`config.mk`:
```
export PLATFORM = sky130hd
export DESIGN_NAME = prog_loader
export DESIGN_NICKNAME = d
export VERILOG_FILES = /design/src/rtl/prog_loader.sv
export SDC_FILE = /design/constraint.sdc
export NUM_CORES = 1
export LEC_CHECK = 0
export CAP_MARGIN = 20
export CORE_MARGIN = 10
export CORE_UTILIZATION = 43
export CTS_CLUSTER_DIAMETER = 100
export DETAILED_ROUTE_END_ITERATION = 10
export PLACE_DENSITY = 0.82
export SKIP_LAST_GASP = 1
export SYNTH_ARGS = -nofsm -noshare
export SYNTH_HDL_FRONTEND = slang
export SYNTH_SLANG_ARGS = --single-unit
```
`constraint.sdc`:
```
create_clock -name clk -period 1.95 [get_ports clk]
set_clock_uncertainty 0.15 [all_clocks]
set_input_delay 0.2925 -clock clk [delete_from_list [all_inputs] [get_ports clk]]
set_output_delay 0.2925 -clock clk [all_outputs]
set_load 0.02 [all_outputs]
```
`src/rtl/prog_loader.sv`:
```
// prog_loader: boot-time program loader for the VeriRisc CPU.
// Accepts a valid/ready byte stream and writes it into CPU memory from
// address 0 upward while holding the CPU in reset. It releases the CPU
// once the final byte has landed, then tracks the CPU halt output.

module prog_loader #(
  parameter int DWIDTH = 8,
  parameter int AWIDTH = 5
) (
  input  logic              clk,
  input  logic              rst,
  input  logic              start,
  input  logic [DWIDTH-1:0] in_data,
  input  logic              in_valid,
  input  logic              in_last,
  output logic              in_ready,
  input  logic              cpu_halt,
  output logic [AWIDTH-1:0] mem_addr,
  output logic [DWIDTH-1:0] mem_data,
  output logic              mem_wr,
  output logic              cpu_rst,
  output logic              loading,
  output logic              done,
  output logic              overflow,
  output logic [AWIDTH:0]   load_cnt
);

  typedef enum logic [2:0] {
    S_IDLE,
    S_LOAD,
    S_FLUSH,
    S_RUN,
    S_HALTED
  } state_t;

  localparam logic [AWIDTH-1:0] PTR_MAX  = '1;
  localparam logic [AWIDTH-1:0] PTR_ZERO = '0;
  localparam logic [AWIDTH-1:0] PTR_ONE  = {{(AWIDTH-1){1'b0}}, 1'b1};
  localparam logic [AWIDTH:0]   CNT_ZERO = '0;
  localparam logic [AWIDTH:0]   CNT_ONE  = {{AWIDTH{1'b0}}, 1'b1};

  state_t            state_q, state_d;
  logic [AWIDTH-1:0] ptr_q, ptr_d;
  logic [AWIDTH-1:0] mem_addr_q, mem_addr_d;
  logic [DWIDTH-1:0] mem_data_q, mem_data_d;
  logic              mem_wr_q, mem_wr_d;
  logic [AWIDTH:0]   load_cnt_q, load_cnt_d;
  logic              overflow_q, overflow_d;
  logic              cpu_rst_q, cpu_rst_d;
  logic              done_q, done_d;
  logic              loading_q, loading_d;
  logic              accept;

  // A byte is taken only while loading; in_ready is the sole combinational output.
  assign in_ready = (state_q == S_LOAD);
  assign accept   = in_valid && in_ready;

  // Next-state, write-port and status computation; every output flop is fed from here.
  always_comb begin
    state_d    = state_q;
    ptr_d      = ptr_q;
    mem_wr_d   = 1'b0;
    mem_addr_d = mem_addr_q;
    mem_data_d = mem_data_q;
    load_cnt_d = load_cnt_q;
    overflow_d = overflow_q;

    case (state_q)
      S_IDLE, S_HALTED: begin
        if (start) begin
          state_d    = S_LOAD;
          ptr_d      = PTR_ZERO;
          load_cnt_d = CNT_ZERO;
          overflow_d = 1'b0;
        end
      end
      S_LOAD: begin
        if (accept) begin
          mem_wr_d   = 1'b1;
          mem_addr_d = ptr_q;
          mem_data_d = in_data;
          load_cnt_d = load_cnt_q + CNT_ONE;
          if (ptr_q != PTR_MAX) begin
            ptr_d = ptr_q + PTR_ONE;
          end
          if (in_last) begin
            state_d = S_FLUSH;
          end else if (ptr_q == PTR_MAX) begin
            // Memory is full and the stream is still going: stop taking bytes.
            overflow_d = 1'b1;
            state_d    = S_FLUSH;
          end
        end
      end
      S_FLUSH: begin
        state_d = S_RUN;
      end
      S_RUN: begin
        // A restart wins over a halt seen in the same cycle.
        if (start) begin
          state_d    = S_LOAD;
          ptr_d      = PTR_ZERO;
          load_cnt_d = CNT_ZERO;
          overflow_d = 1'b0;
        end else if (cpu_halt) begin
          state_d = S_HALTED;
        end
      end
      default: begin
        state_d = S_IDLE;
      end
    endcase

    // Status outputs are registered copies of where the FSM is heading.
    done_d    = (state_d == S_RUN) || (state_d == S_HALTED);
    cpu_rst_d = !done_d;
    loading_d = (state_d == S_LOAD) || (state_d == S_FLUSH);
  end

  // State and output registers with asynchronous reset back to IDLE.
  always_ff @(posedge clk or posedge rst) begin
    if (rst) begin
      state_q    <= S_IDLE;
      ptr_q      <= PTR_ZERO;
      mem_wr_q   <= 1'b0;
      mem_addr_q <= PTR_ZERO;
      mem_data_q <= '0;
      load_cnt_q <= CNT_ZERO;
      overflow_q <= 1'b0;
      cpu_rst_q  <= 1'b1;
      done_q     <= 1'b0;
      loading_q  <= 1'b0;
    end else begin
      state_q    <= state_d;
      ptr_q      <= ptr_d;
      mem_wr_q   <= mem_wr_d;
      mem_addr_q <= mem_addr_d;
      mem_data_q <= mem_data_d;
      load_cnt_q <= load_cnt_d;
      overflow_q <= overflow_d;
      cpu_rst_q  <= cpu_rst_d;
      done_q     <= done_d;
      loading_q  <= loading_d;
    end
  end

  assign mem_wr   = mem_wr_q;
  assign mem_addr = mem_addr_q;
  assign mem_data = mem_data_q;
  assign load_cnt = load_cnt_q;
  assign overflow = overflow_q;
  assign cpu_rst  = cpu_rst_q;
  assign done     = done_q;
  assign loading  = loading_q;

endmodule

```
==> impl_metrics.ini <==
[run_status]
outcome = complete, no violations

[final_layout]
fin_area_sq_um = 2080
diodes = 0
final_common_cell = clkdlybuf4s50_1
drive_gt1_frac = 0.266
mostFrequentLayoutCells = 37 x clkdlybuf4s50_1, 31 x dfrtp_1, 15 x mux2_2, 15 x buf_4, 8 x nor2_1
synthToLayoutAreaGrowth_pct = 43.7
nets = 193

[grt]
met2_usage = 0.194
met3_usage = 0.0387
antenna_found_initial = 0
grt_max_degree = 22
grt_usage = 0.108
met1_usage = 0.102
grt_pass1_wl_mm = 5.26
top_usage_layer = met2
grt_overflow = 0
grt_pass1_vias = 1187

[route]
drc_errors = 0
via_per_inst = 5.09
vias = 1136
drt_wl_total_mm = 3.43
first_pass_iters = 4
routedWlPerCell_microns = 15.4
postRouteAntennaNets = 0
drt-initial-drc-count = 49

[power_and_ir_drop]
p_leak_nw = 0.957
powerDensity_nw_per_um2 = 1480
vdd_drop_max_v = 0.000529
finalPower_mw = 3.08

[placed_design]
dp_slack_ps = -74.9
place_congestion = 0.818
numPortBuffers = 38
dp_hpwl_mm = 2.61
postPlaceCellArea_sq_um = 1960

[timing]
layout_setup_ws_ps = 52.5
drv_slew = 0
min_period_ps = 1900
period_share = 0.973
worst_pin_slew_ps = 425
setup-violations-final = 0
max_freq_ghz = 0.527
holdWs_ps = 94.7
hold_viol = 0
max-slew-margin-rel = 0.717

[synth]
yosys_register_bits = 32
syn_avg_cell_area_sq_um = 12.2
synthSimpleGateAreaFrac = 0.141
synthAdderAreaFrac = 0.0259
synth_xor_area_frac = 0.0121
syn_nets = 136
ys_types = 36
synth_top_family_by_area = simple AND/OR/NAND/NOR gates
ys_seq_area_frac = 0.554
synth_compound_area_frac = 0.107
syn-instance-count = 119
synth.mux.area_fraction = 0.138
yosysWarnings = 0
synth_area_sq_um = 1450

[floorplan]
die_h_microns = 78.0
die_width_microns = 78.0
initial_core_util = 0.441
die-area_sq_um = 6090
row_count = 21
ios = 39
core-area_sq_um = 3280

[worst_setup_path]
path_buf_inv = 1
cp_top_family = buffers and inverters
critical_path_arrival_ps = 1460
startpoint_type = flop
crit_chain = clkdlybuf4s50_1
crit_fanout = 1
end_kind = primary output
crit_type = reg -> out
worstPathRequired_ps = 1510
cp_slowest_stage_delay_ps = 600
cpMaxStageDelayCell = clkdlybuf4s50_1

[clock_network]
clk_latency_ps = 330
h-tree-depth = 2
cts-root-buf = clkbuf_4
clock-sinks = 32
clk_pin_slew_ps = 100
cts_buffers = 5
cts_tree = done
clock_path_buffers = 2

[worst_hold_path]
hp-class = in -> async

[job]
maxCapViolCount = 0
[path summary, 6_finish.rpt]
| check | startpoint | to | slack (ps) | depth (start not counted) |
|---|---|---|---|---|
| min | rst | mem_data[5] | 90 | 3 |
| max | cpu_rst | cpu_rst | 50 | 1 |
| min in group clk | mem_data[7] | mem_data[7] | 360 | 1 |
| max reg2reg | ptr_q[0] | ptr_q[3] | 70 | 6 |
| min reg2reg | mem_data[7] | mem_data[7] | 360 | 1 |
| max in group asynchronous | rst | cpu_rst | 1220 | 3 |
[cell usage after synthesis (all sizes together)]
library cell | number | area [sq um]
mux2i | 2 | 20.0
a211o | 1 | 8.76
and2 | 1 | 6.26
and4bb | 1 | 12.5
nand4b | 1 | 8.76
nand3 | 2 | 10.0
o21ai | 7 | 35.0
dfstp | 1 | 26.3
mux2 | 16 | 180
and3 | 5 | 31.3
a22o | 1 | 8.76
buf | 3 | 21.3
or3 | 2 | 12.5
a21boi | 1 | 7.51
nand4 | 1 | 6.26
or2b | 1 | 7.51
and4 | 1 | 8.76
nor2b | 2 | 12.5
nor2 | 8 | 30.0
and2b | 1 | 7.51
inv | 3 | 11.3
nand2b | 2 | 12.5
a32oi | 1 | 8.76
ha | 3 | 37.5
nand2 | 7 | 26.3
xor2 | 2 | 17.5
o21a | 2 | 22.5
or3b | 1 | 11.3
a21oi | 5 | 25.0
o2bb2ai | 2 | 23.8
dfrtp | 31 | 776
a21o | 2 | 15.0
[logic make-up (layout without fill, tap and decap cells)]
| logic type | after synthesis | count (layout) |
|---|---|---|
| multiplexers | 18 | 18 |
| buffers and inverters | 6 | 64 |
| flip-flops | 32 | 32 |
| AND/OR/NAND/NOR | 36 | 36 |
| XOR/XNOR | 2 | 2 |
| adder cells (fa/ha/maj) | 3 | 3 |
| AO/OA/AOI/OAI | 22 | 22 |
[metrics by stage]
| stage | TNS [ps] | utilization | std cells |
|---|---|---|---|
| detailed placement | -285 | 0.598 | 213 |
| finish | 0 | 0.634 | 223 |
| CTS | -12.8 | 0.616 | 221 |
| global route | -9.13 | 0.634 | 223 |
| global placement | -76.1 | 0.598 | 213 |
| floorplan | 0 | - | 119 |
[final cells by class]
type,instances,area [sq um]
Fill cell,247,1200
Sequential cell,32,802
Clock buffer,6,51.3
Clock inverter,2,10.0
Timing Repair Buffer,53,493
Multi-Input combinational cell,81,657
Tap cell,46,57.6
Inverter,3,11.3
[flip-flops by register name (all words and copies together), names as in the netlist]
name,count
state_q,3
mem_wr,1
done,1
load_cnt,6
overflow,1
cpu_rst,1
mem_addr,5
ptr_q,5
mem_data,8
loading,1
[routing by layer]
metal  wire length, microns  up-vias
li1                       -      539
met1                   1310      556
met2                   1830       33
met3                    206        8
met4                     82        0
met5                      0        -
[what timing repair did]
item	CTS	global route
hold buffers	0	0
gates resized for setup	3	8
pin swaps	0	1
buffers inserted	0	2
setup endpoints to repair	4	4
[where the power goes]
group	leakage (nW)	switching (mW)	total (mW)	internal, mW
Clock	0.0380	0.215	0.386	0.171
Combinational	0.510	0.770	1.61	0.840
Sequential	0.409	0.171	1.08	0.912
Total	0.957	1.16	3.08	1.92
No activity file was read; power rests on OpenSTA's default activity.
